<file path="config.mk">
export PLATFORM = sky130hd
export DESIGN_NAME = traffic_controller_nphase
export DESIGN_NICKNAME = d
export VERILOG_FILES = /design/src/rtl/traffic_controller_nphase.sv
export SDC_FILE = /design/constraint.sdc
export NUM_CORES = 1
export LEC_CHECK = 0
export BUFFER_PORTS_ARGS = -buffer_cell sky130_fd_sc_hd__clkbuf_2
export CAP_MARGIN = 20
export CORE_ASPECT_RATIO = 0.9
export CORE_MARGIN = 5
export CORE_UTILIZATION = 50
export CTS_BUF_LIST = sky130_fd_sc_hd__clkbuf_8
export DETAILED_ROUTE_END_ITERATION = 8
export PLACE_DENSITY_LB_ADDON = 0.12
export SYNTH_ARGS = -nofsm -noshare
export SYNTH_HDL_FRONTEND = slang
export SYNTH_SLANG_ARGS = --single-unit
</file>
<file path="constraint.sdc">
create_clock -name clk -period 3.13 [get_ports clk]
set_input_delay 0.313 -clock clk [delete_from_list [all_inputs] [get_ports clk]]
set_output_delay 0.313 -clock clk [all_outputs]
set_load 0.05 [all_outputs]
</file>
<file path="src/rtl/traffic_controller_nphase.sv">
// traffic_controller_nphase
//   N-phase intersection controller. Serves NUM_PHASES approaches in turn
//   through green, yellow and all-red clearance. It supports preset and
//   preferential green extension, a force-red override and a flashing-yellow
//   attention mode. Time advances only on cycles with tick=1, so one
//   instance can run from any timebase divider.
//
//   Optional build macro: TLC_DEMAND_SKIP_EN. When it is defined, the phase
//   served after clearance is the next phase (round-robin) with phase_req
//   set. When it is undefined, phases are served in strict round-robin order.
//
// Ports
//   clk           clock
//   rst           asynchronous reset, active-high
//   tick          timebase enable for all timers
//   preset        hold in PRESET (all red) before the first green
//   preset_add    each rising edge in PRESET adds EXTEND_STEP of green
//   preferential  sampled in INIT; starts extra green at EXTEND_STEP
//   force_red     level; all phases red while high
//   attention     level; requests flashing-yellow mode
//   phase_req     per-phase demand (TLC_DEMAND_SKIP_EN only)
//   lights        phase p lamps at [3p+2:3p] = {green,yellow,red}
//   active_phase  phase currently served
//   phase_done    one-cycle pulse when a phase's yellow completes
module traffic_controller_nphase #(
    parameter int NUM_PHASES  = 2,
    parameter int TIMER_W     = 8,
    parameter int GREEN_TIME  = 30,
    parameter int YELLOW_TIME = 3,
    parameter int ALLRED_TIME = 2,
    parameter int EXTEND_STEP = 10,
    parameter int FLASH_HALF  = 1,
    localparam int AW = (NUM_PHASES > 1) ? $clog2(NUM_PHASES) : 1
) (
    input  logic                    clk,
    input  logic                    rst,
    input  logic                    tick,
    input  logic                    preset,
    input  logic                    preset_add,
    input  logic                    preferential,
    input  logic                    force_red,
    input  logic                    attention,
    input  logic [NUM_PHASES-1:0]   phase_req,
    output logic [3*NUM_PHASES-1:0] lights,
    output logic [AW-1:0]           active_phase,
    output logic                    phase_done
);

    typedef enum logic [2:0] {
        S_INIT,
        S_PRESET,
        S_GREEN,
        S_YELLOW,
        S_ALLRED,
        S_FLASH,
        S_FORCED
    } state_t;

    // Extra green saturates so that GREEN_TIME + extra still fits the timer.
    localparam int EXTRA_MAX = (1 << TIMER_W) - 1 - GREEN_TIME;
    localparam logic [TIMER_W-1:0] EXTRA_MAX_T = TIMER_W'(EXTRA_MAX);
    localparam logic [TIMER_W-1:0] STEP_T      = TIMER_W'(EXTEND_STEP);
    localparam logic [TIMER_W-1:0] PREF_INIT   =
        (EXTEND_STEP > EXTRA_MAX) ? EXTRA_MAX_T : STEP_T;

    localparam logic [TIMER_W:0] GREEN_D  = (TIMER_W+1)'(GREEN_TIME);
    localparam logic [TIMER_W:0] YELLOW_D = (TIMER_W+1)'(YELLOW_TIME);
    localparam logic [TIMER_W:0] ALLRED_D = (TIMER_W+1)'(ALLRED_TIME);
    localparam logic [TIMER_W:0] FLASH_D  = (TIMER_W+1)'(FLASH_HALF);

    localparam logic [AW-1:0] LAST_PHASE = AW'(NUM_PHASES - 1);

    state_t                    r_state;
    state_t                    w_state_n;
    logic [TIMER_W-1:0]        r_timer;
    logic [TIMER_W-1:0]        r_extra;
    logic                      r_flash;
    logic                      w_flash_n;
    logic                      r_add_d;
    logic                      w_add_rise;
    logic [AW-1:0]             r_phase;
    logic [AW-1:0]             w_phase_n;
    logic                      r_done;
    logic                      w_done_n;
    logic [3*NUM_PHASES-1:0]   r_lights;
    logic [TIMER_W:0]          w_dur;
    logic [TIMER_W:0]          w_dur_m1;
    logic                      w_expire;

`ifndef TLC_DEMAND_SKIP_EN
    logic w_unused_req;
    assign w_unused_req = ^phase_req;
`endif

    assign lights       = r_lights;
    assign active_phase = r_phase;
    assign phase_done   = r_done;

    // Phase served after clearance.
    function automatic logic [AW-1:0] next_phase(input logic [AW-1:0]         cur,
                                                 input logic [NUM_PHASES-1:0] req);
        logic [AW-1:0] nxt;
        nxt = (cur == LAST_PHASE) ? '0 : cur + 1'b1;
`ifdef TLC_DEMAND_SKIP_EN
        // Scan distances from farthest to nearest so that the nearest
        // requester wins. Distance NUM_PHASES is the current phase itself,
        // so it is picked only when no other phase is requesting.
        for (int unsigned k = NUM_PHASES; k >= 1; k--) begin
            logic [AW-1:0] cand;
            cand = AW'((int unsigned'(cur) + k) % NUM_PHASES);
            if (req[cand]) begin
                nxt = cand;
            end
        end
`else
        if (req != req) begin
            nxt = cur;
        end
`endif
        return nxt;
    endfunction

    // Lamp pattern presented while in state st.
    function automatic logic [3*NUM_PHASES-1:0] lamps(input state_t        st,
                                                      input logic [AW-1:0] ph,
                                                      input logic          fl);
        logic [3*NUM_PHASES-1:0] v;
        v = '0;
        for (int unsigned p = 0; p < NUM_PHASES; p++) begin
            case (st)
                S_GREEN:  v[3*p +: 3] = (AW'(p) == ph) ? 3'b100 : 3'b001;
                S_YELLOW: v[3*p +: 3] = (AW'(p) == ph) ? 3'b010 : 3'b001;
                S_FLASH:  v[3*p +: 3] = fl ? 3'b010 : 3'b000;
                default:  v[3*p +: 3] = 3'b001;
            endcase
        end
        return v;
    endfunction

    // Duration of the current state. A duration of 0 behaves as 1.
    always_comb begin
        case (r_state)
            S_GREEN:  w_dur = GREEN_D + {1'b0, r_extra};
            S_YELLOW: w_dur = YELLOW_D;
            S_ALLRED: w_dur = ALLRED_D;
            S_FLASH:  w_dur = FLASH_D;
            default:  w_dur = '0;
        endcase
        w_dur_m1 = (w_dur == '0) ? '0 : w_dur - 1'b1;
        w_expire = tick && ({1'b0, r_timer} == w_dur_m1);
    end

    assign w_add_rise = preset_add & ~r_add_d;

    // Next state. Priority: force_red, then attention, then timer expiry.
    always_comb begin
        w_state_n = r_state;
        w_phase_n = r_phase;
        w_flash_n = r_flash;
        w_done_n  = 1'b0;
        case (r_state)
            S_INIT: begin
                w_phase_n = '0;
                w_state_n = preset ? S_PRESET : S_GREEN;
            end
            S_PRESET: begin
                if (!preset) begin
                    w_state_n = S_GREEN;
                    w_phase_n = '0;
                end
            end
            S_GREEN: begin
                if (force_red) begin
                    w_state_n = S_FORCED;
                end else if (attention || w_expire) begin
                    w_state_n = S_YELLOW;
                end
            end
            S_YELLOW: begin
                if (force_red) begin
                    w_state_n = S_FORCED;
                end else if (w_expire) begin
                    w_done_n  = 1'b1;
                    w_state_n = attention ? S_FLASH : S_ALLRED;
                end
            end
            S_ALLRED: begin
                if (force_red) begin
                    w_state_n = S_FORCED;
                end else if (attention) begin
                    w_state_n = S_FLASH;
                end else if (w_expire) begin
                    w_state_n = S_GREEN;
                    w_phase_n = next_phase(r_phase, phase_req);
                end
            end
            S_FLASH: begin
                if (force_red) begin
                    w_state_n = S_FORCED;
                end else if (!attention) begin
                    w_state_n = S_ALLRED;
                end else if (w_expire) begin
                    w_flash_n = ~r_flash;
                end
            end
            S_FORCED: begin
                if (!force_red) begin
                    w_state_n = S_ALLRED;
                end
            end
            default: begin
                w_state_n = S_INIT;
            end
        endcase
        // Flashing always starts in the lit half-period.
        if (w_state_n == S_FLASH && r_state != S_FLASH) begin
            w_flash_n = 1'b1;
        end
    end

    always_ff @(posedge clk or posedge rst) begin
        if (rst) begin
            r_state  <= S_INIT;
            r_timer  <= '0;
            r_extra  <= '0;
            r_flash  <= 1'b0;
            r_add_d  <= 1'b0;
            r_phase  <= '0;
            r_done   <= 1'b0;
            r_lights <= {NUM_PHASES{3'b001}};
        end else begin
            r_state  <= w_state_n;
            r_phase  <= w_phase_n;
            r_flash  <= w_flash_n;
            r_done   <= w_done_n;
            r_add_d  <= preset_add;
            r_lights <= lamps(w_state_n, w_phase_n, w_flash_n);

            // Timer restarts on every state entry; FLASH reuses it for each
            // half-period. Other timed states leave on expiry, so the
            // increment never runs past the duration.
            if (w_state_n != r_state) begin
                r_timer <= '0;
            end else if (r_state == S_FLASH && w_expire) begin
                r_timer <= '0;
            end else if (tick && (r_state == S_GREEN || r_state == S_YELLOW ||
                                  r_state == S_ALLRED || r_state == S_FLASH)) begin
                r_timer <= r_timer + 1'b1;
            end

            if (r_state == S_INIT) begin
                r_extra <= preferential ? PREF_INIT : '0;
            end else if (r_state == S_PRESET && w_add_rise) begin
                if (int'(r_extra) + EXTEND_STEP >= EXTRA_MAX) begin
                    r_extra <= EXTRA_MAX_T;
                end else begin
                    r_extra <= r_extra + STEP_T;
                end
            end
        end
    end

endmodule

</file>
==> metrics.md <==
| Metric | Value |
|---|---|
| Post-Synthesis Cell Area | `2600 µm²` |
| First-pass DRT Iterations | `5` |
| GP Congestion | `0.858` |
| Slowest CP cell | `or4_1` |
| Num rows | `24` |
| # port buffers | `15` |
| FMAX | `310 MHz` |
| Clk pin slew, worst setup/hold paths | `60 ps` |
| Worst hold path type | `in2async` |
| Top cells by area, synth | `dfrtp_1 26%, nor2_1 4.5%, nand2_1 4.2%, o21ai_0 3.9%, a21oi_1 2.9%` |
| Ports | `18` |
| Initial antenna violation count | `0` |
| Root buf cell | `clkbuf_8` |
| #FFs+latches synth | `29` |
| Core Box Area | `4950 µm²` |
| Total gr overflow | `0` |
| Non-Filler Instances | `452` |
| Max stage delay on crit path | `540 ps` |
| Final critical-path required period | `3230 ps` |
| Routed Antenna Nets | `0` |
| Post-synth top area cell | `dfrtp_1` |
| Die area | `6740 µm²` |
| Top delay family on crit path | `simple AND/OR/NAND/NOR gates` |
| Setup slack after layout | `-98.8 ps` |
| Post-synth top area share | `0.260` |
| Worst rel slew slack | `0.595` |
| Post-Layout Inst Area | `3580 µm²` |
| Critical path type | `reg2reg` |
| Synth-to-Final Area Change | `37.9%` |
| Ant. Diodes | `0` |
| Layout Nets | `400` |
| Global-route wire length before repair | `12600 µm` |
| Sink Count | `29` |
| CTS tree | `built` |
| Top_reg_cell synth | `dfrtp_1` |
| Vias in the first global route | `2617` |
| Worst Path Buf+Inv | `5` |
| Status | `complete, but fails checks` |
| Vias per cell | `5.98` |
| Slew Viols, Final | `0` |
| Skew final | `2.35 ps` |
| Max-cap viol count | `0` |
| Via count | `2705` |
| Largest net degree at the start of global routing | `22` |
| Failing checks | `negative hold slack, negative setup slack` |
| Routed len/inst | `16.1 µm` |
| Syn Nets | `331` |
| Die Width | `86.0 µm` |
| CP Capture Type | `register` |
| Worst vdd ir | `0.922 mV` |
| Total Wirelength | `7280 µm` |
| CP max FO | `8` |
| Gate Count Post-Synth | `317` |
| Worst Tran Pin Value | `604 ps` |
| Inserted Clock Buffers | `5` |
| Post-route DRC violation count | `0` |
| Hold Buf Count CTS | `0` |
| Final Hold Viols | `8` |
| Post-synth ARST share | `1.00` |
| Clk buf depth | `2` |
| Final TNS setup | `-1140 ps` |
| RSZ-0062 raised after global routing | `yes` |
| Clock latency on the worst-skew pair | `280 ps` |
| Final worst path period share | `1.03` |
| Die H | `78.4 µm` |
| Placed Instance Area | `3130 µm²` |
| Post-synth EDFFs | `0` |
| Post-place setup slack | `-141 ps` |
| Htree depth | `2` |
| Drt initial violations | `188` |
| Register area share after synthesis | `0.280` |
| Critical path data arrival time | `3440 ps` |
| Final setup viols | `16` |
| Post-DP HPWL | `5030 µm` |
| Post-synth cell types | `76` |
| WP data required | `3340 ps` |
| Pwr dens | `1110 nW/µm²` |
| Mean Syn Cell Area | `8.19 µm²` |
| Initial Utilization | `0.524` |
| Leakage | `1.48 nW` |
| Total track usage | `0.230` |
| Share of layout cells above drive strength 1 | `0.370` |
| Crit path launch type | `register` |
| Hold Slack | `-3.56 ps` |
| CP cell instances | `buf_6 > buf_4 > nor3b_4 > buf_6 > a21o_1 > a21oi_1 > or4_1 > a31oi_1 > and4b_1 > buf_12 > nand2_8 > buf_4 > a31oi_4 > nor3_2 > nor2b_1` |
| Placed Cells | `428` |
| Synth warnings | `0` |
==> kinds of logic after synthesis <==
kind of cell | share of synthesized area
DFF | 0.280
adders and majority gates | 0.0231
AOI/OAI and AO/OA | 0.268
muxes | 0.0279
xor gates and xnor gates | 0.0467
buffers and inverters | 0.0674
and+or+nand+nor | 0.286
==> cell usage in the layout (no fill, tap or decap), drive strengths merged, types with 5 or more instances in the layout <==
cell type	synthesis	final
buf	10	71
nor2	31	31
nand2	30	30
dfrtp	27	27
o21ai	21	21
clkbuf	14	21
a21oi	16	16
inv	12	13
nor3	9	9
nand3	9	9
or3	8	8
xnor2	8	8
a31oi	7	7
mux2i	6	6
xor2	5	5
nand4	5	5
nor2b	5	5
==> worst paths after layout <==
kind	slack, ps	endpoint	startpoint	depth (start not counted)
worst min register to register	580	r_flash	r_flash	2
worst max register to register	-100	lights[2]	r_state[2]	15
worst max-delay path	-100	lights[2]	r_state[2]	15
min in group clk	160	r_add_d	preset_add	1
max in group asynchronous	2610	lights[0]	rst	3
worst min-delay path	-4	r_timer[0]	rst	2
==> registers in the layout, indices dropped and copies added (netlist names) <==
| name | flops |
|---|---|
| active_phase | 1 |
| lights | 6 |
| phase_done | 1 |
| r_add_d | 1 |
| r_extra | 8 |
| r_flash | 1 |
| r_state | 3 |
| r_timer | 8 |
==> through the flow <==
step           hold slack [ps]  total power [mW]  utilization
6_report                 -3.56              3.98        0.723
5_1_grt                   30.2              4.24        0.723
4_1_cts                   3.94              3.84        0.713
3_5_place_dp               304              3.06        0.632
3_3_place_gp               449              3.03        0.627
2_1_floorplan              344              2.17            -
==> routing by layer <==
| layer | global-route usage | vias up | part of all wire |
|---|---|---|---|
| met5 | 0 | - | 0 |
| met4 | 0.0633 | 0 | 0.015 |
| met3 | 0.0419 | 13 | 0.054 |
| met2 | 0.381 | 98 | 0.47 |
| met1 | 0.306 | 1275 | 0.46 |
| li1 | - | 1319 | - |
==> Yosys cell counts (all sizes together) (5+ instances only) <==
| library cell | n |
|---|---|
| buf | 10 |
| a21oi | 16 |
| xnor2 | 8 |
| nor3 | 9 |
| nand4 | 5 |
| nand2 | 30 |
| inv | 12 |
| or3 | 8 |
| mux2i | 6 |
| a31oi | 7 |
| clkbuf | 14 |
| nor2 | 31 |
| nand3 | 9 |
| xor2 | 5 |
| o21ai | 21 |
| dfrtp | 27 |
| nor2b | 5 |
==> power breakdown <==
part | total (mW) | internal [mW] | leakage (nW) | switching, mW
Combinational | 3.02 | 1.42 | 1.05 | 1.59
Clock | 0.398 | 0.256 | 0.0626 | 0.142
Sequential | 0.567 | 0.471 | 0.373 | 0.0964
Total | 3.98 | 2.15 | 1.48 | 1.83
==> layout make-up <==
cell class                      count  area, µm²
Multi-Input combinational cell    252       1920
Fill cell                         370       1370
Sequential cell                    29        731
Timing Repair Buffer               86        689
Clock buffer                        6       82.6
Tap cell                           65       81.3
Inverter                           12       47.5
Clock inverter                      2       33.8
==> timing repair <==
item / in CTS / in global routing
pin swaps: 26 / 4
cloned: 0 / 0
resized for setup: 42 / 10
buffers inserted: 15 / 1
endpoints found under the setup margin: 16 / 18
(Power assumes the default switching activity.)
